[config.mk]
export PLATFORM = sky130hd
export DESIGN_NAME = pipelined_cla_alu
export DESIGN_NICKNAME = d
export VERILOG_FILES = /design/src/rtl/pipelined_cla_alu.sv
export SDC_FILE = /design/constraint.sdc
export NUM_CORES = 1
export LEC_CHECK = 0
export ABC_CLOCK_PERIOD_IN_PS = 8800
export CELL_PAD_IN_SITES_DETAIL_PLACEMENT = 1
export CELL_PAD_IN_SITES_GLOBAL_PLACEMENT = 2
export CORE_MARGIN = 2
export CORE_UTILIZATION = 35
export DETAILED_ROUTE_END_ITERATION = 8
export GPL_TIMING_DRIVEN = 0
export PLACE_DENSITY_LB_ADDON = 0.1
export SYNTH_ARGS = -nofsm -noshare
export SYNTH_HDL_FRONTEND = slang
export SYNTH_SLANG_ARGS = --single-unit
export TNS_END_PERCENT = 50
[constraint.sdc]
create_clock -name clk -period 8.8 [get_ports clk]
set_input_delay 2.2 -clock clk [delete_from_list [all_inputs] [get_ports clk]]
set_output_delay 2.2 -clock clk [all_outputs]
set_load 0.02 [all_outputs]
[src/rtl/pipelined_cla_alu.sv]
// -----------------------------------------------------------------------------
// pipelined_cla_alu
//   Two-stage pipelined carry-lookahead add/subtract unit. It is the arithmetic
//   back end of the UART ALU command path. Supported ops are ADD, SUB, ADC and
//   SBB. A persistent carry flag chains multi-word arithmetic across
//   back-to-back transactions.
//
//   Stage 1 registers the conditioned operands. It also computes the low half
//   of a+b' for both possible carry-ins (carry-select).
//   Stage 2 resolves the carry-in, selects the low half, adds the high half
//   and produces the flags.
//
// Ports
//   clk         rising-edge clock
//   rst_n       synchronous reset, active-low
//   in_valid    input transaction valid
//   in_ready    unit accepts input this cycle
//   in_a        operand A (two's complement, N bits)
//   in_b        operand B (two's complement, N bits)
//   in_op       00 ADD, 01 SUB, 10 ADC, 11 SBB
//   out_valid   result valid
//   out_ready   downstream accepts result
//   out_result  result (N bits, modulo 2^N)
//   out_flags   {C, V, N, Z, P}
//
// Handshake: valid/ready on both sides.
//   - A transfer happens on a rising edge where valid & ready are both 1.
//   - A producer holding valid must keep its data stable until the transfer.
//   - in_ready depends only on out_valid/out_ready, never on in_valid.
// -----------------------------------------------------------------------------
module pipelined_cla_alu #(
   parameter int N = 16
) (
   input  logic         clk,
   input  logic         rst_n,
   input  logic         in_valid,
   output logic         in_ready,
   input  logic [N-1:0] in_a,
   input  logic [N-1:0] in_b,
   input  logic [1:0]   in_op,
   output logic         out_valid,
   input  logic         out_ready,
   output logic [N-1:0] out_result,
   output logic [4:0]   out_flags
);

   localparam int HALF = N / 2;

   // HALF-bit lookahead adder returning {carry_out, sum}. Each carry is built
   // from the bitwise generate/propagate terms.
   function automatic logic [HALF:0] cla_half(input logic [HALF-1:0] a,
                                              input logic [HALF-1:0] b,
                                              input logic            cin);
      logic [HALF-1:0] g;
      logic [HALF-1:0] p;
      logic [HALF:0]   c;
      g    = a & b;
      p    = a ^ b;
      c    = '0;
      c[0] = cin;
      for (int i = 0; i < HALF; i++) begin
         c[i+1] = g[i] | (p[i] & c[i]);
      end
      return {c[HALF], p ^ c[HALF-1:0]};
   endfunction

   // Pipeline enable: the whole pipe moves together. Bubbles are not collapsed.
   logic en;
   logic accept;

   // Stage 1 registers
   logic            s1_valid_q;
   logic [HALF-1:0] s1_a_hi_q;
   logic [HALF-1:0] s1_b_hi_q;
   logic [1:0]      s1_op_q;
   logic [HALF-1:0] s1_sum0_q;
   logic [HALF-1:0] s1_sum1_q;
   logic            s1_c0_q;
   logic            s1_c1_q;

   // Stage 2 / output registers
   logic            out_valid_q;
   logic [N-1:0]    out_result_q;
   logic [4:0]      out_flags_q;
   logic            carry_q;

   // Stage 1 combinational
   logic [N-1:0]    b_cond;
   logic [HALF:0]   lo0;
   logic [HALF:0]   lo1;

   // Stage 2 combinational
   logic            cin;
   logic            lo_c;
   logic [HALF-1:0] lo_sum;
   logic [HALF:0]   hi;
   logic [N-1:0]    res_d;
   logic            ovf;
   logic [4:0]      flags_d;

   assign en       = ~out_valid_q | out_ready;
   assign in_ready = en;
   assign accept   = in_valid & en;

   always_comb begin
      // SUB/SBB add the inverted B operand. Their carry-in supplies the +1.
      b_cond = in_op[0] ? ~in_b : in_b;
      lo0    = cla_half(in_a[HALF-1:0], b_cond[HALF-1:0], 1'b0);
      lo1    = cla_half(in_a[HALF-1:0], b_cond[HALF-1:0], 1'b1);
   end

   always_comb begin
      // ADC/SBB take carry_q, which already holds the carry of the previous
      // transaction to leave stage 2. ADD uses 0 and SUB uses 1.
      cin     = s1_op_q[1] ? carry_q : s1_op_q[0];
      lo_c    = cin ? s1_c1_q   : s1_c0_q;
      lo_sum  = cin ? s1_sum1_q : s1_sum0_q;
      hi      = cla_half(s1_a_hi_q, s1_b_hi_q, lo_c);
      res_d   = {hi[HALF-1:0], lo_sum};
      ovf     = (s1_a_hi_q[HALF-1] == s1_b_hi_q[HALF-1]) &
                (res_d[N-1] != s1_a_hi_q[HALF-1]);
      flags_d = {hi[HALF], ovf, res_d[N-1], (res_d == '0), ~^res_d};
   end

   always_ff @(posedge clk) begin
      if (!rst_n) begin
         s1_valid_q   <= 1'b0;
         s1_a_hi_q    <= '0;
         s1_b_hi_q    <= '0;
         s1_op_q      <= '0;
         s1_sum0_q    <= '0;
         s1_sum1_q    <= '0;
         s1_c0_q      <= 1'b0;
         s1_c1_q      <= 1'b0;
         out_valid_q  <= 1'b0;
         out_result_q <= '0;
         out_flags_q  <= '0;
         carry_q      <= 1'b0;
      end else if (en) begin
         s1_valid_q <= accept;
         if (accept) begin
            s1_a_hi_q <= in_a[N-1:HALF];
            s1_b_hi_q <= b_cond[N-1:HALF];
            s1_op_q   <= in_op;
            s1_sum0_q <= lo0[HALF-1:0];
            s1_sum1_q <= lo1[HALF-1:0];
            s1_c0_q   <= lo0[HALF];
            s1_c1_q   <= lo1[HALF];
         end
         // A bubble in stage 1 releases the output and keeps its data.
         // Only real results touch carry_q.
         out_valid_q <= s1_valid_q;
         if (s1_valid_q) begin
            out_result_q <= res_d;
            out_flags_q  <= flags_d;
            carry_q      <= flags_d[4];
         end
      end
   end

   assign out_valid  = out_valid_q;
   assign out_result = out_result_q;
   assign out_flags  = out_flags_q;

endmodule
Word level (Yosys, flattened, before mapping)
Cells that the tools add are included.
{ "totals": {"output_inout_bits": 23, "regBits": 60, "latchBits": 0, "n_memories": 0, "mem_bits_ro": 0, "mem_bits_rw": 0} }
{ "classes": {"reduce_logical": 4, "n_bitwise": 57, "n_lt_le_gt_ge": 0, "mux": 4, "eq_ne": 2, "addsub": 0, "multipliers": 0, "shifts": 0, "n_div": 0} }
{ "op_table": {"columns": ["operator", "n"], "rows": [
  ["$xor 8x8->8", 5],
  ["$and 1x1->1", 24],
  ["$or 1x1->1", 24],
  ["$and 8x8->8", 2],
  ["$logic_not 16->1", 1],
  ["$mux 16", 1],
  ["$not 16->16", 1],
  ["$reduce_xnor 16->1", 1],
  ["$mux 8", 1],
  ["$reduce_and 2->1", 2],
  ["$mux 1", 2],
  ["$eq 1x1->1", 1],
  ["$ne 1x1->1", 1],
  ["$not 1->1", 1]
]} }

Longest topological paths before layout
Gate-level depths: netlist of run 1.
{ "logic_depth": {"ltp_word": 19, "depth_mapped": 18, "depth_no_buf": 18} }

Worst setup path after synthesis of run 1
No wires, ideal clock.
{ "synth_timing": {"path_kind": "input port to flip-flop", "startpoint": "input in_op[0]", "endpoint": "register s1_sum1_q[7]", "path_stages": 15, "t_arrival_ns": 6.100, "t_required_ns": 8.678, "path_slack_ns": 2.578, "setup_ns": 0.122, "path_cell_list": "buf_2 > buf_4 > xor2_1 > inv_1 > ha_1 > fa_1 > fa_1 > fa_1 > fa_1 > fa_1 > fa_1 > inv_1 > fa_1 > nand2_1 > a21boi_0"} }
{ "synth_via": {"elab_chain_len": 16} }
{ "synth_lines": {"columns": ["item", "line", "source"], "rows": [
  ["from (decl)", "40", "input logic [1:0] in_op,"],
  ["$mux 16 *", "107", "b_cond = in_op[0] ? ~in_b : in_b;"],
  ["$and 8x8->8 / $xor 8x8->8 (equally long branches)", "57, 58", null],
  ["$or 1x1->1", "62", "c[i+1] = g[i] | (p[i] & c[i]);"],
  ["$and 1x1->1", "62", null],
  ["$or 1x1->1", "62", null],
  ["$and 1x1->1", "62", null],
  ["$or 1x1->1", "62", null],
  ["$and 1x1->1", "62", null],
  ["$or 1x1->1", "62", null],
  ["$and 1x1->1", "62", null],
  ["$or 1x1->1", "62", null],
  ["$and 1x1->1", "62", null],
  ["$or 1x1->1", "62", null],
  ["$and 1x1->1", "62", null],
  ["$or 1x1->1", "62", null],
  ["$xor 8x8->8 *", "64", "return {c[HALF], p ^ c[HALF-1:0]};"],
  ["named net lo1[7]", "90", "logic [HALF:0] lo1;"],
  ["to (signal assigned)", "146", "s1_sum1_q <= lo1[HALF-1:0];"],
  ["to (decl)", "77", "logic [HALF-1:0] s1_sum1_q;"]
]} }
The timed path passes the listed nets; every way through them passes the cells marked *.
A chain may end at the register's enable or synchronous reset.

Worst setup path in the final report of run 1
Ends and elaborated chain as after synthesis.

==> metrics.md, run 1 <==
| Metric | Value |
|---|---|
| Sequential area share after synthesis | `37.0%` |
| Setup ws final | `2.62 ns` |
| Worst r2r src | `s1_op_q[1]` |
| CTS HTree Levels | `3` |
| Routability cong. | `0.728` |
| Worst Setup EP | `s1_sum1_q[7]` |
| Placed inst area | `3860 µm²` |
| R2r setup slk | `3.87 ns` |
| Hold Fails Final Rpt | `0` |
| TritonCTS buffer count | `9` |
| PwrDens | `188 nW/µm²` |
| CP Data Arrival Time | `6.40 ns` |
| Cell area after synthesis | `3140 µm²` |
| Synthesized flop and latch total | `58` |
| Clk_lat worst skew | `0.35 ns` |
| Die H | `98.7 µm` |
| Post-synthesis adder-cell area fraction | `18.0%` |
| CP Class | `primary input to flop` |
| Min Tclk post-route | `6.18 ns` |
| CTS tree | `yes` |
| Critical R2R Capture | `out_flags[0]` |
| Die X | `98.7 µm` |
| Clock sink total | `58` |
| Leak Pwr | `1.83 nW` |
| Nets | `457` |
| Via/cell ratio | `4.77` |
| Peak VDD IR | `0.0824 mV` |
| Post-synthesis cell count | `318` |
| F_max | `0.162 GHz` |
| Clock buffer depth | `2` |
| Post-route ant nets | `0` |
| Main combinational cell family by area after synthesis | `adder cells` |
| Vias | `2384` |
| CORE AREA | `8720 µm²` |
| Root Buffer | `clkbuf_8` |
| Syn. warnings | `0` |
| Synthesized net count | `388` |
| FILL cells | `977` |
| I/O pin total | `61` |
| HP Class | `flop to flop` |
| Mux contribution to synthesized area | `3.62%` |
| CP required | `9.03 ns` |
| Setup tns final | `0 ns` |
| Buffers added on ports | `58` |
| Die area | `9750 µm²` |
| Post-synthesis compound-gate area fraction | `16.4%` |
| Row cnt | `34` |
| Vias in the first global route | `2503` |
| Post-synthesis cell type count | `32` |
| Max-capacitance violation count | `0` |
| Initial antenna violation count | `0` |
| # resized after CTS | `0` |
| Xor-xnor portion of the synthesized cell area | `7.13%` |
| Reg2Reg Depth | `18` |
| Worst-Margin Slew | `0.517 ns` |
| Status | `completed` |
| Reg area | `1160 µm²` |
| Top_reg_cell synth | `dfxtp_1` |
| Drt initial violations | `68` |
| Area Overhead vs Synth | `29.2%` |
| Clock transition at path regs | `0.07 ns` |
| First-pass GRT wire length | `12800 µm` |
| Largest net degree at the start of global routing | `13` |
| Multi-input logic area | `1750 µm²` |
| Hold Worst Slack | `0.467 ns` |
| Antenna fix cells | `0` |
| Worst Setup SP | `in_op[0]` |
| GR Util All Layers | `16.9%` |
| Hold buffers post-CTS | `0` |
| Worst-path maximum fanout | `10` |
| Post-detail-place hpwl | `6230 µm` |
| Final setup violation count | `0` |
| Clock skew after layout | `0.0141 ns` |
| Utilization after layout | `46.6%` |
| CP Capture Type | `flop` |
| Length of the first detailed-routing pass in iterations | `4` |
| Starting Density | `36.0%` |
| GR Overflow Total | `0` |
| Post-CTS Setup Bufs | `0` |
| Async set-reset flop share out of synthesis | `0%` |
| Pins Over Slew Limit | `0` |
| Share of cells above drive strength 1 | `9.44%` |
| Place WS | `2.18 ns` |
| Element type at the critical path start | `primary input` |
| Simple-gate share of the synthesized area | `10.6%` |
| WL per Instance | `15.5 µm` |
| Final instance area | `4060 µm²` |
| Drc violations | `0` |
| Relative slew slack | `64.8%` |
| Fin crit share | `70.2%` |
| Unrepaired setup endpoints after global routing | `no` |
| Mapped Avg Cell Area | `9.88 µm²` |
| Total Routed Length | `7750 µm` |
| Number of flops mapped to enable cells by yosys | `0` |
==> critical path, cell delays in order <==
cell and delay (ns):
buf_2 0.22, buf_4 0.26, xor2_1 0.21, inv_1 0.07, ha_1 0.20, fa_1 0.46, fa_1 0.44, fa_1 0.44
fa_1 0.43, fa_1 0.44, fa_1 0.40, inv_1 0.08, fa_1 0.41, nand2_1 0.07, a21boi_0 0.07
==> metal layers <==
metal	part of all wire [%]	track usage [%]	vias to the layer above
li1	-	-	1176
met1	48	22.9	1151
met2	47	26.9	47
met3	4.1	4.68	10
met4	1.0	4.11	0
met5	0	0	-
==> state kept, by name (all words and copies together) (netlist names) <==
register / cells
s1_c1_q: 1
out_result: 15
s1_b_hi_q: 8
out_flags: 5
s1_a_hi_q: 8
s1_c0_q: 1
s1_sum1_q: 8
s1_sum0_q: 8
out_valid: 1
s1_valid_q: 1
s1_op_q: 2
==> area by class of cell <==
type                            count  share of cell area (%)
Buffer                             20                    3.27
Clock buffer                        9                    3.05
Clock inverter                      7                    1.94
Inverter                           26                    2.40
Multi-Input combinational cell    214                    43.1
Sequential cell                    58                    28.6
Tap cell                          108                    3.33
Timing Repair Buffer               58                    14.3
==> Yosys cell counts (2+ instances only) <==
| cell type | instances | area share, % |
|---|---|---|
| a21oi_1 | 10 | 1.6 |
| o21a_1 | 2 | 0.48 |
| xor2_1 | 4 | 1.1 |
| nand2_1 | 70 | 8.4 |
| xnor2_1 | 19 | 5.3 |
| a21boi_0 | 24 | 5.7 |
| mux2i_1 | 8 | 2.5 |
| clkbuf_1 | 5 | 0.60 |
| o21ai_0 | 9 | 1.4 |
| buf_4 | 3 | 0.72 |
| buf_6 | 5 | 1.8 |
| fa_1 | 22 | 14 |
| buf_2 | 7 | 1.1 |
| inv_1 | 25 | 3.0 |
| ha_1 | 10 | 4.0 |
| dfxtp_1 | 58 | 37 |
| o211a_1 | 22 | 7.0 |
==> placed cells by master, fill, tap and decap left out, types with 2 or more instances in the layout <==
| cell | instances |
|---|---|
| buf_4 | 3 |
| clkdlybuf4s50_1 | 58 |
| a21boi_0 | 24 |
| o211a_1 | 22 |
| buf_2 | 7 |
| ha_1 | 10 |
| clkinv_4 | 2 |
| buf_6 | 5 |
| o21ai_0 | 9 |
| dfxtp_1 | 58 |
| fa_1 | 22 |
| xor2_1 | 4 |
| clkbuf_1 | 5 |
| mux2i_1 | 8 |
| xnor2_1 | 19 |
| o21a_1 | 2 |
| nand2_1 | 70 |
| clkbuf_8 | 9 |
| a21oi_1 | 10 |
| inv_1 | 25 |
| clkinvlp_4 | 3 |
==> worst min path at each step <==
stage	from	end	cells after the start
3_5_place_dp	s1_c1_q	s1_c1_q	2
4_1_cts	s1_c1_q	s1_c1_q	2
2_1_floorplan	s1_c0_q	s1_c0_q	2
5_1_grt	s1_sum0_q[1]	s1_sum0_q[1]	2
6_report	s1_a_hi_q[4]	s1_a_hi_q[4]	2
3_3_place_gp	out_flags[1]	out_flags[1]	2
==> kinds of logic after synthesis <==
group,after synthesis
simple gates,80
compound gates,68
flops,58
buf+inv,46
fa+ha+maj,32
xor+xnor,24
mux,10
==> report_power, final <==
part           switching [mW]  internal [mW]  total, mW
Clock                   0.118          0.132      0.251
Combinational           0.103          0.110      0.213
Sequential             0.0132          0.285      0.298
Total                   0.234          0.527      0.762
==> through the flow <==
stage	instances	power, mW
floorplan	318	0.446
global placement	484	0.515
detailed placement	484	0.522
CTS	500	0.775
global route	500	0.809
finish	500	0.762
Power figures use the tool's default switching activity.
==> run 2: changes to the inputs <==
- ABC_CLOCK_PERIOD_IN_PS: 8800 -> 5800
- CORE_UTILIZATION: 35 -> 32
- clock period: 8.8 -> 5.8 ns (I/O delays scaled with it)
==> run 2 against run 1 <==
  * Routed wire length shrank 0.46%
  * Highest routed layer unchanged
  * First-iteration DRC count fell by 31%
  * Critical path type unchanged
  * Cell count increased by 5.0%
  * Combinational power grew 54%
==> metrics.md, run 2 (same netlist as run 1, synthesis figures left out) <==
| Metric | Value |
|---|---|
| Status | `completed` |
| CP Capture Type | `flop` |
| Unrepaired setup endpoints after global routing | `no` |
| Worst-path maximum fanout | `10` |
| CTS HTree Levels | `3` |
| Final setup violation count | `0` |
| Utilization after layout | `42.8%` |
| R2r setup slk | `0.87 ns` |
| Number of flip-flops in the largest register | `15` |
| GR Overflow Total | `0` |
| Min-Delay Startpoint | `out_result[10]` |
| Setup tns final | `0 ns` |
| Max-capacitance violation count | `0` |
| PwrDens | `297 nW/µm²` |
| Hold Path Sink | `out_result[10]` |
| Clock transition at path regs | `0.07 ns` |
| Starting Density | `32.6%` |
| WL per Instance | `14.7 µm` |
| Most frequent cells in the layout | `nand2_1, clkdlybuf4s50_1, dfxtp_1` |
| CTS tree | `yes` |
| Peak VDD IR | `0.138 mV` |
| Post-route ant nets | `0` |
| I/O pin total | `61` |
| Critical R2R Capture | `out_flags[0]` |
| Largest net degree at the start of global routing | `11` |
| Die X | `103 µm` |
| First-pass GRT wire length | `13000 µm` |
| Post-detail-place hpwl | `6080 µm` |
| GR Util All Layers | `16.4%` |
| Vias in the first global route | `2579` |
| Hold buffers post-CTS | `0` |
| Most used cell, CP | `fa_1` |
| Die area | `10600 µm²` |
| Worst r2r src | `s1_op_q[1]` |
| Nets | `457` |
| Most common cell after layout, fill and taps aside | `nand2_1` |
| Clk_lat worst skew | `0.35 ns` |
| Family with the most delay on the worst path | `adder cells` |
| Crit-path cells | `buf_2 -> buf_4 -> xor2_1 -> inv_1 -> ha_1 -> fa_1 -> fa_1 -> fa_1 -> fa_1 -> fa_1 -> fa_1 -> inv_1 -> fa_1 -> nand2_1 -> a21boi_0` |
| Clock skew after layout | `0.00804 ns` |
| CORE AREA | `9640 µm²` |
| Hold depth | `2` |
| Hold Fails Final Rpt | `0` |
| Relative slew slack | `65.2%` |
| # resized after CTS | `0` |
| Pins Over Slew Limit | `0` |
| Slowest cell on the critical path | `fa_1` |
| Vias | `2388` |
| Via/cell ratio | `4.55` |
| Initial antenna violation count | `0` |
| Total Routed Length | `7720 µm` |
| Post-CTS Setup Bufs | `0` |
| Fin crit share | `92.5%` |
| Power, Total | `1.23 mW` |
| Crit path buffers/inverters | `4` |
| Element type at the critical path start | `primary input` |
| Crit path largest cell delay | `0.43 ns` |
| Leak Pwr | `1.86 nW` |
| Die H | `103 µm` |
| CP required | `6.03 ns` |
| Share of cells above drive strength 1 | `9.44%` |
| Min Tclk post-route | `5.37 ns` |
| Worst-Margin Slew | `0.512 ns` |
| Drc violations | `0` |
| Row cnt | `36` |
| FILL cells | `1142` |
| Area Overhead vs Synth | `31.3%` |
| HP Class | `flop to flop` |
| CP Data Arrival Time | `5.60 ns` |
| Root Buffer | `clkbuf_8` |
| Routability cong. | `0.745` |
| Reg2Reg Depth | `18` |
| Length of the first detailed-routing pass in iterations | `4` |
| CP Class | `primary input to flop` |
| Clock buffer depth | `2` |
| Antenna fix cells | `0` |
| Drt initial violations | `47` |
| Buffers added on ports | `58` |
| Clock sink total | `58` |
| F_max | `0.186 GHz` |
| TritonCTS buffer count | `9` |
run 2: cell types whose count changed in the layout (fill, tap and decap cells not counted), sizes merged:
cell	previous run	this run
clkinvlp	3	1
inv	27	26
bufinv	1	2
clkinv	2	1
clkbuf	14	17
run 2: through the flow:
stage          cells  cell area [µm²]  setup slack [ns]  hold slack [ns]
3_5_place_dp     509             3890          -0.00891            0.461
2_1_floorplan    318             3140             0.328            0.440
6_report         525             4130             0.435            0.465
4_1_cts          525             4130             0.355            0.471
5_1_grt          525             4130             0.140            0.491
3_3_place_gp     509             3890            0.0111            0.454
run 2: tightest hold or removal path, delay by kind of cell, from the launching register on:
kind	cells	cell delay (ns)
flops	1	0.31
simple gates	1	0.05
compound gates	1	0.06
run 2: layout make-up:
class	count	area [µm²]	share of cell area, %
multi-input cells	214	1750	42.4
flip-flops and latches	58	1160	28.1
repair buffers	58	581	14.1
well taps	133	166	4.03
clock buffers	12	165	4.00
plain buffers	20	133	3.21
inverters	26	97.6	2.37
clock inverters	4	72.6	1.76
run 2: how the worst max path moves through the flow:
stage	from	end	slack, ns	depth (start not counted)
3_3_place_gp	in_op[0]	s1_sum1_q[7]	0.01	15
2_1_floorplan	in_op[0]	s1_sum1_q[7]	0.33	15
4_1_cts	in_op[0]	s1_sum1_q[7]	0.36	15
6_report	in_op[0]	s1_sum1_q[7]	0.43	15
3_5_place_dp	in_op[0]	s1_sum1_q[7]	-0.009	15
5_1_grt	in_op[0]	s1_sum1_q[7]	0.14	15
run 2: power by group:
group / switching [mW] / internal, mW / total (mW)
sequential: 0.0195 / 0.432 / 0.452
clock: 0.169 / 0.276 / 0.445
combinational: 0.160 / 0.169 / 0.328
run 2: layer usage:
metal  share of wire (%)  track usage, %  up-vias
li1                    -               -     1172
met1                  50            22.8     1158
met2                  44            25.2       46
met3                 3.4            3.12       12
met4                 1.7            6.07        0
met5                   0               0        -
